`src/rtl/vga_scanout.sv`:
```
// vga_scanout: SVGA framebuffer scanout, integer down-scaling, aligned RGB.
// Optional colour-bar source: define VGA_SCANOUT_TEST_PATTERN_EN.
module vga_scanout #(
  parameter int H_ACTIVE    = 800,
  parameter int V_ACTIVE    = 600,
  parameter int SCALE_SHIFT = 2,
  parameter int ADDR_W      = 15,
  parameter int PIX_W       = 12,
  parameter int MEM_LATENCY = 2
) (
  input  logic              clk_pixel,
  input  logic              reset_n,
  input  logic              hsync_in,
  input  logic              vsync_in,
  input  logic              hblank_in,
  input  logic              vblank_in,
  output logic [ADDR_W-1:0] fb_addr,
  output logic              fb_rd_en,
  input  logic [PIX_W-1:0]  fb_data,
  input  logic              pattern_sel,
  output logic [3:0]        red,
  output logic [3:0]        green,
  output logic [3:0]        blue,
  output logic              hsync,
  output logic              vsync,
  output logic              frame_start
);

  localparam int XW = $clog2(H_ACTIVE);
  localparam int YW = $clog2(V_ACTIVE);
  localparam int D  = MEM_LATENCY + 1;
  localparam logic [ADDR_W-1:0] LINE_W =
    ADDR_W'(H_ACTIVE >> SCALE_SHIFT);
  localparam logic [YW-1:0] YMASK =
    YW'((1 << SCALE_SHIFT) - 1);
  localparam logic [XW-1:0] X_LAST = XW'(H_ACTIVE - 1);
  localparam logic [YW-1:0] Y_LAST = YW'(V_ACTIVE - 1);

  logic              hb_q;
  logic              vb_q;
  logic              synced;
  logic [XW-1:0]     x;
  logic [YW-1:0]     y;
  logic [ADDR_W-1:0] line_base;
  logic              hb_rise;
  logic              vb_fall;
  logic              live;
  logic              active;
  logic              clr;
  logic              x_end;
  logic              step_y;
  logic              tag;
  logic              rd;
  logic [11:0]       pix;
  logic [D-1:0]      hs_d;
  logic [D-1:0]      vs_d;
  logic [D-1:0]      act_d;
  logic [D-1:0]      tag_d;

  // After reset nothing is shown until a clean frame start is seen.
  always_comb begin
    hb_rise = hblank_in && !hb_q;
    vb_fall = vb_q && !vblank_in;
    live    = synced || vb_fall;
    active  = live && !hblank_in && !vblank_in;
    clr     = vblank_in || !live;
    x_end   = (x == X_LAST);
    step_y  = hb_rise && !vb_q && (y != Y_LAST);
    tag     = active && (x == '0) && (y == '0);
  end

  always_ff @(posedge clk_pixel or negedge reset_n) begin
    if (!reset_n) begin
      hb_q      <= 1'b0;
      vb_q      <= 1'b0;
      synced    <= 1'b0;
      x         <= '0;
      y         <= '0;
      line_base <= '0;
      fb_addr   <= '0;
      fb_rd_en  <= 1'b0;
    end else begin
      hb_q     <= hblank_in;
      vb_q     <= vblank_in;
      fb_addr  <= line_base + ADDR_W'(x >> SCALE_SHIFT);
      fb_rd_en <= rd;
      if (vb_fall)
        synced <= 1'b1;
      if (clr || hb_rise)
        x <= '0;
      else if (active && !x_end)
        x <= x + 1'b1;
      if (clr) begin
        y         <= '0;
        line_base <= '0;
      end else if (step_y) begin
        y <= y + 1'b1;
        if ((y & YMASK) == YMASK)
          line_base <= line_base + LINE_W;
      end
    end
  end

`ifdef VGA_SCANOUT_TEST_PATTERN_EN
  localparam int BAR_W = H_ACTIVE / 8;
  localparam int BW    = $clog2(BAR_W);

  logic [BW-1:0]     bar_cnt;
  logic [2:0]        bar;
  logic [D-1:0]      pat_d;
  logic [D-1:0][2:0] bar_d;
  logic [2:0]        bo;

  assign rd  = active && !pattern_sel;
  assign bo  = bar_d[D-1];
  assign pix = pat_d[D-1] ? {{4{bo[2]}}, {4{bo[1]}}, {4{bo[0]}}}
                          : fb_data[11:0];

  // Bar index tracked alongside x so no divider is needed.
  always_ff @(posedge clk_pixel or negedge reset_n) begin
    if (!reset_n) begin
      bar_cnt <= '0;
      bar     <= '0;
      pat_d   <= '0;
      bar_d   <= '0;
    end else begin
      pat_d <= {pat_d[D-2:0], pattern_sel};
      bar_d <= {bar_d[D-2:0], bar};
      if (clr || hb_rise) begin
        bar_cnt <= '0;
        bar     <= '0;
      end else if (active && !x_end) begin
        if (bar_cnt == BW'(BAR_W - 1)) begin
          bar_cnt <= '0;
          bar     <= bar + 1'b1;
        end else begin
          bar_cnt <= bar_cnt + 1'b1;
        end
      end
    end
  end
`else
  logic unused_pattern_sel;

  assign unused_pattern_sel = pattern_sel;
  assign rd  = active;
  assign pix = fb_data[11:0];
`endif

  always_ff @(posedge clk_pixel or negedge reset_n) begin
    if (!reset_n) begin
      hs_d        <= '0;
      vs_d        <= '0;
      act_d       <= '0;
      tag_d       <= '0;
      hsync       <= 1'b0;
      vsync       <= 1'b0;
      frame_start <= 1'b0;
      red         <= '0;
      green       <= '0;
      blue        <= '0;
    end else begin
      hs_d        <= {hs_d[D-2:0], hsync_in};
      vs_d        <= {vs_d[D-2:0], vsync_in};
      act_d       <= {act_d[D-2:0], active};
      tag_d       <= {tag_d[D-2:0], tag};
      hsync       <= hs_d[D-1];
      vsync       <= vs_d[D-1];
      frame_start <= tag_d[D-1];
      if (act_d[D-1])
        {red, green, blue} <= pix;
      else
        {red, green, blue} <= 12'h000;
    end
  end

endmodule

```
`config.mk`:
```
export PLATFORM = sky130hd
export DESIGN_NAME = vga_scanout
export DESIGN_NICKNAME = d
export VERILOG_FILES = /design/src/rtl/vga_scanout.sv
export SDC_FILE = /design/constraint.sdc
export NUM_CORES = 1
export LEC_CHECK = 0
export ABC_AREA = 1
export CAP_MARGIN = 5
export CORE_UTILIZATION = 25
export DETAILED_ROUTE_END_ITERATION = 8
export PLACE_DENSITY = 0.53
export SYNTH_ARGS = -nofsm -noshare
export SYNTH_HDL_FRONTEND = slang
export SYNTH_SLANG_ARGS = --single-unit
```
`constraint.sdc`:
```
create_clock -name clk_pixel -period 3 [get_ports clk_pixel]
set_clock_uncertainty 0.15 [all_clocks]
set_input_delay 0.6 -clock clk_pixel [delete_from_list [all_inputs] [get_ports clk_pixel]]
set_output_delay 0.6 -clock clk_pixel [all_outputs]
set_load 0.01 [all_outputs]
```
==> reports/qor.txt <==
CTS resizes: 0
Cells after Synth: 421
crit path DAT: 2.25 ns
share of cells above drive strength 1: 6.53%
grt met3 use: 2.48%
Mapped Area: 0.00361 mm^2
global-route wire length before repair: 12700 um
DRT iter0 DRCs: 233
grt peak-use layer: met2
fin. max-slew vios: 0
sw frac: 23.3%
sequential fraction of the synthesis area: 53.4%
Post-synth EDFFs: 0
Register-to-Register Path Depth: 9
DRC: 0
Layout area overhead: 26.6%
Post-synth ARST share: 100%
GRT Total Usage: 10.9%
most area-consuming cells after synthesis: dfrtp_1 (53%), nand2_1 (13%), inv_1 (5.1%)
Cell variety after synth: 31
CP Class: in2reg
worst reg-to-reg setup slack: 1.03 ns
detailed placement HPWL: 5210 um
MaxCap Viol Count: 0
# fillers: 1451
Slew HR: 35.5%
port bufs: 48
RR Startpoint: y[0]
total CTS buffers: 9
setup TNS: 0 ns
CTS clock-pin slew for the worst setup and hold paths: 0.06 ns
Die Width: 122 um
PD cells: 533 mW/mm^2
RR Endpoint: line_base[4]
Clock power frac: 44.8%
CTS tree: yes
Initial Utilization: 25.8%
Avg Cell Area, Syn: 8.57 um^2
hold path start: act_d[1]
post-synth top area share: 53.4%
NetSw: 0.568 mW
unrepaired setup endpoints after global routing: false
hold-critical path depth: 0
Req. time, crit path: 3.07 ns
Max VDD drop: 0.000263 V
# clock sinks: 77
Antenna Nets Post-Route: 0
DR WL/cell: 11.4 um
CTS Hold Bufs: 0
Pint: 1.87 mW
clk buf depth: 2
area post-placement: 0.00427 mm^2
Final Setup Violations: 0
status: finished, final reports clean
Least-Margin Pin Slew: 0.968 ns
Pleak: 2.25 nW
fin crit share: 72.9%
final instance area: 0.00457 mm^2
Ant. Diodes: 0
root buf cell: clkbuf_16
GR Util met1: 13.8%
drt pass-1 iters: 4
Clk Latency, worst-skew pair: 0.33 ns
H-tree Lvls: 3
initial antenna violation count: 0
Post-CTS Setup Bufs: 0
FF/Latch Area: 0.00193 mm^2
gp weighted congestion: 0.840
Ys Warns: 0
Setup crit end kind: flip-flop
row count: 43
area of the multi-input gates: 0.00143 mm^2
Hold Vio Cnt, Final: 0
Min Clock Period, post-route: 2.19 ns
Core Footprint: 0.0140 mm^2
Logic pwr share: 9.1%
Syn Nets: 450
met2 usage: 17.2%
Vias per Instance: 4.31
Max FO, Critical Path: 15
Worst Hold Class: reg2reg
grt ovf: 0
die span in y: 122 um
fmax: 457 MHz
ys flop type: dfrtp_1
dominant cell type by area after synthesis: dfrtp_1
# IOs: 50
vias: 2824
largest net degree at the start of global routing: 78
Routed WL: 7450 um
sequential share of power: 46.1%
die area: 0.0149 mm^2
vias in the first global route: 2711
nets: 501
Hold Crit Endpoint: act_d[2]
Yosys reg bits: 77
CP Launch Type: input port
[worst max-delay path by stage]
stage              start            end  slack [ns]  cells after the start
6_report       hblank_in   line_base[4]        0.81                      8
5_1_grt        hblank_in  line_base[13]        0.72                      8
4_1_cts        hblank_in   line_base[4]        0.80                      8
3_5_place_dp   hblank_in   line_base[4]        0.45                      8
3_3_place_gp   hblank_in  line_base[10]        0.52                      8
2_1_floorplan       x[6]     fb_addr[9]        1.28                      6
[metal layers]
| metal | wire, um | up-vias |
|---|---|---|
| met5 | 0 | - |
| met4 | 166 | 0 |
| met3 | 284 | 15 |
| met2 | 3450 | 63 |
| met1 | 3560 | 1316 |
| li1 | - | 1430 |
[critical path: stages]
cell and delay, ns:
clkdlybuf4s50_1 0.68, nand2_1 0.10, nor2_1 0.14, nand3_1 0.13, nand2_2 0.27, inv_2 0.17, nand2_1 0.10, nand2_1 0.05
[sequential cells by signal, summed over array words and instances, names as in the netlist]
| signal | flops |
|---|---|
| x | 10 |
| synced | 1 |
| red | 4 |
| hs_d | 3 |
| hb_q | 1 |
| vs_d | 3 |
| frame_start | 1 |
| act_d | 3 |
| hsync | 1 |
| vsync | 1 |
| line_base | 12 |
| vb_q | 1 |
| fb_addr | 15 |
| green | 4 |
| tag_d | 3 |
| blue | 4 |
| y | 10 |
[placed cells by master (no fill, tap or decap), drive strengths merged]
cell,Yosys,layout
xnor2,1,1
nor3b,1,1
ha,10,10
nand2,131,131
o21bai,1,1
nand3b,5,5
nand3,37,37
nand4,13,13
clkinv,0,1
nor2,35,35
clkdlybuf4s50,0,47
clkinvlp,0,1
xor2,12,12
o21ai,20,20
buf,6,2
or2,1,1
nor3,4,4
dfrtp,77,77
a21oi,9,9
bufinv,0,1
clkbuf,3,11
inv,54,54
nor4,1,1
[synth_stat cells (all sizes together), types with 4 or more instances]
cell,instances
nand2,131
dfrtp,77
inv,54
nand3,37
nor2,35
o21ai,20
nand4,13
xor2,12
ha,10
a21oi,9
buf,6
nand3b,5
nor3,4
[layout make-up]
type	instances	share of cell area [%]
inverters	54	4.44
flip-flops and latches	77	42.2
repair buffers	49	10.6
well taps	180	4.93
multi-input cells	281	31.3
clock inverters	3	1.01
clock buffers	11	5.53
[cell families after synthesis]
family,count (synthesis),share of synthesized area [%]
AOI/OAI and AO/OA,30,4.85
adders and majority gates,10,3.47
buffers and inverters,63,7.04
DFF,77,53.4
and+or+nand+nor,228,28.1
xor gates and xnor gates,13,3.15
[power groups by stage]
stage	logic, mW	clock network (mW)	registers, mW
floorplan	0.111	0	1.14
global placement	0.223	0	1.14
detailed placement	0.224	0	1.14
CTS	0.225	1.12	1.12
global route	0.250	1.16	1.13
finish	0.221	1.09	1.12
[stage by stage]
stage               setup WS (ns)  utilization (%)  hold WS [ns]  cells  power (mW)
floorplan                    1.28                -         0.154    421        1.25
global placement            0.516             30.5         0.183    641        1.36
detailed placement          0.454             30.5         0.185    641        1.37
CTS                         0.798             32.7         0.194    655        2.47
global route                0.718             32.7         0.197    655        2.54
finish                      0.813             32.7         0.192    655        2.44
(Power assumes the default switching activity.)
